File: config.mk
export PLATFORM = sky130hd
export DESIGN_NAME = instr_fetch_queue_flat
export DESIGN_NICKNAME = d
export VERILOG_FILES = /design/src/rtl/instr_fetch_queue_pkg.sv /design/src/rtl/instr_fetch_queue_if.sv /design/src/rtl/instr_fetch_queue_fifo.sv /design/src/rtl/instr_fetch_queue.sv /design/src/flat_wrapper.sv
export SDC_FILE = /design/constraint.sdc
export NUM_CORES = 1
export LEC_CHECK = 0
export ABC_AREA = 1
export BUFFER_PORTS_ARGS = -buffer_cell sky130_fd_sc_hd__buf_2
export CAP_MARGIN = 20
export CELL_PAD_IN_SITES_DETAIL_PLACEMENT = 1
export CELL_PAD_IN_SITES_GLOBAL_PLACEMENT = 1
export CORE_MARGIN = 3
export CORE_UTILIZATION = 35
export DETAILED_ROUTE_END_ITERATION = 10
export PLACE_DENSITY_LB_ADDON = 0.1
export SYNTH_ARGS = -nofsm -noshare
export SYNTH_HDL_FRONTEND = slang
export SYNTH_HIERARCHICAL = 1
export SYNTH_SLANG_ARGS = --single-unit
File: constraint.sdc
create_clock -name clk -period 8.1 [get_ports clk]
set_input_delay 1.62 -clock clk [delete_from_list [all_inputs] [get_ports clk]]
set_output_delay 1.62 -clock clk [all_outputs]
set_load 0.02 [all_outputs]
File: src/rtl/instr_fetch_queue_pkg.sv
// Shared types and constants for the instruction fetch queue: FSM states,
// queue entry layout and the NOP returned when the queue is empty.
package fetch_pkg;

    typedef enum logic [1:0] {
        IDLE,
        WAIT,
        DISCARD
    } fetch_state_t;

    typedef struct packed {
        logic [31:0] pc;
        logic [31:0] instr;
    } fetch_entry_t;

    localparam logic [31:0] NOP_INSTR = 32'h00000013;

    function automatic logic [31:0] word_align(input logic [31:0] addr);
        return addr & 32'hFFFF_FFFC;
    endfunction

endpackage

File: src/rtl/instr_fetch_queue_if.sv
// Bundle of the CPU-side (redirect, instruction handshake) and memory-side
// signals of the fetch stage; master is the fetch unit, slave its environment.
interface instr_fetch_queue_if;
    logic        redirect_valid;
    logic [31:0] redirect_pc;
    logic        instr_ready;
    logic        instr_valid;
    logic [31:0] Instr;
    logic [31:0] instr_pc;
    logic        mem_req;
    logic [31:0] mem_addr;
    logic        mem_rvalid;
    logic [31:0] mem_rdata;

    modport master (
        input  redirect_valid, redirect_pc, instr_ready, mem_rvalid, mem_rdata,
        output instr_valid, Instr, instr_pc, mem_req, mem_addr
    );

    modport slave (
        output redirect_valid, redirect_pc, instr_ready, mem_rvalid, mem_rdata,
        input  instr_valid, Instr, instr_pc, mem_req, mem_addr
    );
endinterface

File: src/rtl/instr_fetch_queue_fifo.sv
// Small circular queue of fetched entries with synchronous flush; the head
// entry is read straight from registered storage.
module fetch_fifo
    import fetch_pkg::*;
#(
    parameter int  DEPTH = 4,
    parameter type T     = fetch_entry_t
) (
    input  logic                     clk,
    input  logic                     srst,
    input  logic                     i_push,
    input  logic                     i_pop,
    input  logic                     i_flush,
    input  T                         i_wdata,
    output T                         o_head,
    output logic [$clog2(DEPTH):0]   o_count
);
    localparam int PW = $clog2(DEPTH);
    localparam int CW = PW + 1;

    T               r_mem [DEPTH];
    logic [PW-1:0]  r_wr_ptr;
    logic [PW-1:0]  r_rd_ptr;
    logic [CW-1:0]  r_count;
    logic           w_do_push;
    logic           w_do_pop;

    // A push into a full queue is accepted only when the head leaves in the same cycle.
    assign w_do_pop  = i_pop && (r_count != '0);
    assign w_do_push = i_push && ((r_count != CW'(DEPTH)) || w_do_pop);

    always_ff @(posedge clk) begin
        if (w_do_push && !i_flush) begin
            r_mem[r_wr_ptr] <= i_wdata;
        end
    end

    always_ff @(posedge clk) begin
        if (srst || i_flush) begin
            r_wr_ptr <= '0;
            r_rd_ptr <= '0;
            r_count  <= '0;
        end else begin
            if (w_do_push) r_wr_ptr <= r_wr_ptr + 1'b1;
            if (w_do_pop)  r_rd_ptr <= r_rd_ptr + 1'b1;
            case ({w_do_push, w_do_pop})
                2'b10:   r_count <= r_count + 1'b1;
                2'b01:   r_count <= r_count - 1'b1;
                default: r_count <= r_count;
            endcase
        end
    end

    assign o_head  = r_mem[r_rd_ptr];
    assign o_count = r_count;

endmodule

File: src/rtl/instr_fetch_queue.sv
// Fetch stage: owns the fetch PC, issues one outstanding word read at a time
// and buffers returned words with their PC for the CPU; redirects flush everything.
module instr_fetch_queue
    import fetch_pkg::*;
#(
    parameter int          DEPTH    = 4,
    parameter logic [31:0] RESET_PC = 32'h0000_0000
) (
    input  logic                   clk,
    input  logic                   Reset,
    instr_fetch_queue_if.master    bus
);
    localparam int CW = $clog2(DEPTH) + 1;

    fetch_state_t  r_state, w_state_next;
    logic [31:0]   r_fetch_pc, w_fetch_pc_next;
    logic [31:0]   r_mem_addr, w_mem_addr_next;
    logic [31:0]   w_issue_addr;
    logic          w_issue, w_req, w_push, w_pop, w_valid;
    logic          w_room, w_room_push;
    logic [CW-1:0] w_count, w_after_pop;
    fetch_entry_t  w_head, w_wdata;

    assign w_valid     = (w_count != '0);
    assign w_pop       = w_valid && bus.instr_ready && !bus.redirect_valid;
    assign w_after_pop = w_count - {{(CW-1){1'b0}}, w_pop};
    // A request issued alongside a push must still find a free slot when it returns.
    assign w_room      = w_after_pop < CW'(DEPTH);
    assign w_room_push = w_after_pop < CW'(DEPTH - 1);

    always_comb begin
        w_state_next    = r_state;
        w_fetch_pc_next = r_fetch_pc;
        w_issue         = 1'b0;
        w_issue_addr    = r_fetch_pc;
        w_push          = 1'b0;
        if (bus.redirect_valid) begin
            w_fetch_pc_next = word_align(bus.redirect_pc);
            case (r_state)
                WAIT:    w_state_next = bus.mem_rvalid ? IDLE : DISCARD;
                // The outstanding response retires here, so nothing is left to wait for.
                DISCARD: w_state_next = bus.mem_rvalid ? IDLE : DISCARD;
                default: w_state_next = IDLE;
            endcase
        end else begin
            case (r_state)
                IDLE: begin
                    if (w_room) begin
                        w_issue      = 1'b1;
                        w_state_next = WAIT;
                    end
                end
                WAIT: begin
                    if (bus.mem_rvalid) begin
                        w_push          = 1'b1;
                        w_fetch_pc_next = r_fetch_pc + 32'd4;
                        w_issue_addr    = r_fetch_pc + 32'd4;
                        if (w_room_push) begin
                            w_issue = 1'b1;
                        end else begin
                            w_state_next = IDLE;
                        end
                    end
                end
                DISCARD: begin
                    if (bus.mem_rvalid) w_state_next = IDLE;
                end
                default: w_state_next = IDLE;
            endcase
        end
    end

    assign w_req           = w_issue && !Reset;
    assign w_mem_addr_next = w_req ? w_issue_addr : r_mem_addr;

    always_ff @(posedge clk) begin
        if (Reset) begin
            r_state    <= IDLE;
            r_fetch_pc <= RESET_PC;
            r_mem_addr <= RESET_PC;
        end else begin
            r_state    <= w_state_next;
            r_fetch_pc <= w_fetch_pc_next;
            r_mem_addr <= w_mem_addr_next;
        end
    end

    assign w_wdata = '{pc: r_mem_addr, instr: bus.mem_rdata};

    fetch_fifo #(
        .DEPTH (DEPTH),
        .T     (fetch_entry_t)
    ) u_fifo (
        .clk     (clk),
        .srst    (Reset),
        .i_push  (w_push),
        .i_pop   (w_pop),
        .i_flush (bus.redirect_valid),
        .i_wdata (w_wdata),
        .o_head  (w_head),
        .o_count (w_count)
    );

    assign bus.instr_valid = w_valid;
    assign bus.Instr       = w_valid ? w_head.instr : NOP_INSTR;
    assign bus.instr_pc    = w_valid ? w_head.pc : 32'h0;
    assign bus.mem_req     = w_req;
    assign bus.mem_addr    = w_mem_addr_next;

endmodule

File: src/flat_wrapper.sv
// flat-port wrapper written by rule: the top's interface ports become plain ports
module instr_fetch_queue_flat import fetch_pkg::*;
#(
    parameter int          DEPTH    = 4,
    parameter logic [31:0] RESET_PC = 32'h0000_0000
)
  (clk, Reset, bus_redirect_valid, bus_redirect_pc, bus_instr_ready, bus_mem_rvalid, bus_mem_rdata, bus_instr_valid, bus_Instr, bus_instr_pc, bus_mem_req, bus_mem_addr);
  instr_fetch_queue_if bus_i ();
  input  logic clk;
  input  logic Reset;
  input wire logic [$bits(bus_i.redirect_valid)-1:0] bus_redirect_valid;
  input wire logic [$bits(bus_i.redirect_pc)-1:0] bus_redirect_pc;
  input wire logic [$bits(bus_i.instr_ready)-1:0] bus_instr_ready;
  input wire logic [$bits(bus_i.mem_rvalid)-1:0] bus_mem_rvalid;
  input wire logic [$bits(bus_i.mem_rdata)-1:0] bus_mem_rdata;
  output wire logic [$bits(bus_i.instr_valid)-1:0] bus_instr_valid;
  output wire logic [$bits(bus_i.Instr)-1:0] bus_Instr;
  output wire logic [$bits(bus_i.instr_pc)-1:0] bus_instr_pc;
  output wire logic [$bits(bus_i.mem_req)-1:0] bus_mem_req;
  output wire logic [$bits(bus_i.mem_addr)-1:0] bus_mem_addr;
  assign bus_i.redirect_valid = bus_redirect_valid;
  assign bus_i.redirect_pc = bus_redirect_pc;
  assign bus_i.instr_ready = bus_instr_ready;
  assign bus_i.mem_rvalid = bus_mem_rvalid;
  assign bus_i.mem_rdata = bus_mem_rdata;
  assign bus_instr_valid = bus_i.instr_valid;
  assign bus_Instr = bus_i.Instr;
  assign bus_instr_pc = bus_i.instr_pc;
  assign bus_mem_req = bus_i.mem_req;
  assign bus_mem_addr = bus_i.mem_addr;
  instr_fetch_queue #(.DEPTH(DEPTH), .RESET_PC(RESET_PC)) u_core (.clk(clk), .Reset(Reset), .bus(bus_i));
endmodule
==> impl_metrics.yaml <==
final_layout:
  mostFrequentLayoutCells: "nor2_1 (268), edfxtp_1 (256), buf_2 (164), nand2_1 (157), inv_1 (146)"
  final_nets: 1602
  finalNonFillerCells: 2069
  area_growth_pct: 17.31
  drive_gt1_share_pct: 18.13
  layout_commonest_cell: "nor2_1"
power_and_ir_drop:
  power_frac_seq_pct: 50.1
  p_total_mw: 3.732
  p_int_mw: 2.921
  power_leakage_nw: 6.488
  switchingPower_uw: 811.4
  swShare_pct: 21.74
  power.share.clock_pct: 45.1
  combPwrFrac_pct: 4.8
  peakVddDrop_mv: 0.1393
  power_density_nw_per_um2: 226.8
timing:
  fin_crit_ns: 5.946
  holdWs_ns: 0.4594
  finalSetupTns_ns: 0
  finalSetupViolations: 0
  clock_skew_ns: 0.01330
  slew_viol_final: 0
  finalCritPeriodShare_pct: 73.41
  hold_violations: 0
  rsz0062_at_grt: "false"
  max_freq_mhz: 168.2
  worst_slew_pin_slew_ns: 1.009
  slew_headroom_pct: 32.70
floorplan:
  die_h_um: 206.2
  core_region_area_um2: 39100
  dieArea_um2: 42530
  die_w_um: 206.2
  io_pins: 167
  start_util_pct: 35.89
  rows: 72
hold_path:
  hold_path_class: "register to register"
critical_path:
  cp_top_family: "buffers and inverters"
  cp_cell_sequence: "buf_2 > inv_1 > nand2_1 > nor2_1 > ha_1 > ha_1 > nand2_1 > nand2_1 > nor3_1 > nand2_1 > inv_2 > buf_4 > or2_2 > nand2_1 > inv_1 > buf_2"
  critPathArrivalTime_ns: 4.33
  slowest_stage: "buf_2"
  critPathRequiredTime_ns: 6.48
  slowest_delay_ns: 0.54
  end_kind: "primary output"
  r2r_slack_ns: 4.54
  crit_path_max_fanout: 39
  start_kind: "primary input"
  crit_buf_inv: 6
  critical_path_class: "primary input to primary output"
  critPathMostFrequentCell: "nand2_1"
placed_design:
  dp.cells: 2000
  port_buffers: 164
  hpwl_um: 23210
  gp_congestion: 0.7875
grt:
  antenna_found_initial: 0
  grt_pass1_vias: 10290
  grt_start_max_net_pins: 85
  grt_first_pass_wirelength_um: 57750
  grt_overflow_total: 0
  grt_util_all_layers_pct: 17.58
clock_tree:
  clock_latency_ns: 0.53
  cts_root_buffer: "clkbuf_16"
  ctsHtreeMaxLevel: 2
  clockBufferDepth: 3
  cts_hold_buffers: 0
  cts_made_buffers: 38
  ctsResizeCount: 0
  clk_pin_slew_ns: 0.05
  cts_setup_buffers: 0
  clock-sinks: 329
  cts_tree: "done"
synth:
  synth_seq_area_share_pct: 65.20
  netlist_area_um2: 14030
  syn_inst: 1376
  syn_area_per_cell_um2: 10.20
  synth_seq_cells: 329
  ys.warnings.count: 6
  syn_nets: 1456
  yosysUniqueCellTypes: 37
route:
  firstDrtPassIters: 6
  wl_um: 37410
  vias_per_cell: 4.852
  avgRoutedWirePerCell_um: 18.08
  via_count: 10040
  drt_iter0_markers: 405
  post-route-drc-count: 0
  route.antenna.remaining_nets: 0
flow_run:
  max_cap_viol_count: 0
status:
  outcome: "finished clean"
## power groups by stage
stage                     Clock, mW  Sequential (mW)  Combinational (mW)
after floorplan                   0             1.89               0.112
after global placement            0             1.91               0.180
after detailed placement          0             1.91               0.183
after CTS                      1.74             1.87               0.184
after global routing           1.80             1.88               0.202
final                          1.68             1.87               0.179
## worst register-to-register path: cells and delay by family, from the launching register on
kind | cells | cell delay (ns)
and+or+nand+nor | 4 | 1.64
buffers and inverters | 2 | 0.78
DFF | 1 | 0.33
adders and majority gates | 1 | 0.24
AOI/OAI and AO/OA | 1 | 0.14
## per-stage QoR
stage / util (%) / area (um2) / worst slack, ns
after floorplan: - / 14030 / 2.097
after CTS: 42.09 / 16460 / 2.035
after detailed placement: 38.95 / 15230 / 2.052
after global placement: 38.95 / 15230 / 2.130
final: 42.10 / 16460 / 2.154
after global routing: 42.09 / 16460 / 1.656
## logic make-up after synthesis
kind of cell,count (synthesis),synth area share (%)
simple gates,541,16.12
fa+ha+maj,11,1.034
buf+inv,221,6.956
compound gates,274,10.68
flops,329,65.20
## flip-flops by register name, indices dropped and copies added (netlist names), named ones only
name and cells:
u_core/u_fifo/r_mem 256, u_core/r_mem_addr 32, u_core/r_fetch_pc 30, u_core/u_fifo/o_count 3, u_core/r_state 2, u_core/u_fifo/r_rd_ptr 2
u_core/u_fifo/r_wr_ptr 2
## area by class of cell
type / instances / area [um2]
well taps: 518 / 648.1
clock inverters: 22 / 217.7
diodes: 1 / 2.502
flip-flops and latches: 329 / 9154
clock buffers: 46 / 1012
repair buffers: 177 / 918.4
inverters: 150 / 565.5
fillers: 4399 / 22640
multi-input cells: 826 / 3941
## per-layer routing
metal | track usage, % | wire length (um) | share of wire, %
met3 | 2.961 | 1394 | 3.7
met4 | 4.000 | 688 | 1.8
met5 | 0 | 0 | 0
met1 | 23.43 | 17480 | 47
met2 | 30.19 | 17850 | 48
## path summary, 6_finish.rpt
| kind | from | to | cells past startpoint |
|---|---|---|---|
| worst max-delay path | bus_redirect_valid | bus_mem_addr[16] | 16 |
| worst min-delay path | u_core/u_fifo/r_rd_ptr[1] | register | 2 |
| worst min register to register | u_core/u_fifo/r_rd_ptr[1] | register | 2 |
| worst max register to register | u_core/r_state[1] | u_core/u_fifo/r_mem[3][42] | 8 |
## synth_stat cells
| master | count | area, um2 |
|---|---|---|
| inv_2 | 3 | 11.26 |
| nand3b_1 | 1 | 7.510 |
| fa_1 | 1 | 20.02 |
| or2_1 | 1 | 6.260 |
| nor2_4 | 5 | 56.30 |
| clkbuf_2 | 3 | 15.01 |
| a211oi_1 | 3 | 22.52 |
| nand3_1 | 61 | 305.3 |
| edfxtp_1 | 256 | 7687 |
| a21o_1 | 1 | 7.510 |
| nand4_1 | 7 | 43.79 |
| o21ai_1 | 64 | 320.3 |
| o21ai_2 | 1 | 8.760 |
| or2_2 | 18 | 112.6 |
| a21oi_4 | 1 | 16.27 |
| inv_1 | 146 | 548.0 |
| buf_4 | 7 | 52.55 |
| o21a_1 | 2 | 15.01 |
| clkbuf_1 | 32 | 120.1 |
| nand2_1 | 157 | 589.3 |
| nand3_2 | 1 | 10.01 |
| buf_2 | 16 | 80.08 |
| o22ai_1 | 64 | 400.4 |
| a21oi_1 | 43 | 215.2 |
| nor2_2 | 6 | 37.54 |
| nand2_2 | 6 | 37.54 |
| ha_1 | 10 | 125.1 |
| inv_4 | 1 | 6.260 |
| nor3_2 | 1 | 10.01 |
| nor2_1 | 272 | 1021 |
| o21ai_0 | 88 | 440.4 |
| nor3_1 | 5 | 25.02 |
| o21bai_1 | 7 | 52.55 |
| buf_8 | 1 | 15.01 |
| buf_6 | 11 | 123.9 |
| dfxtp_1 | 73 | 1461 |
| buf_1 | 1 | 3.750 |
(Power assumes the default switching activity.)
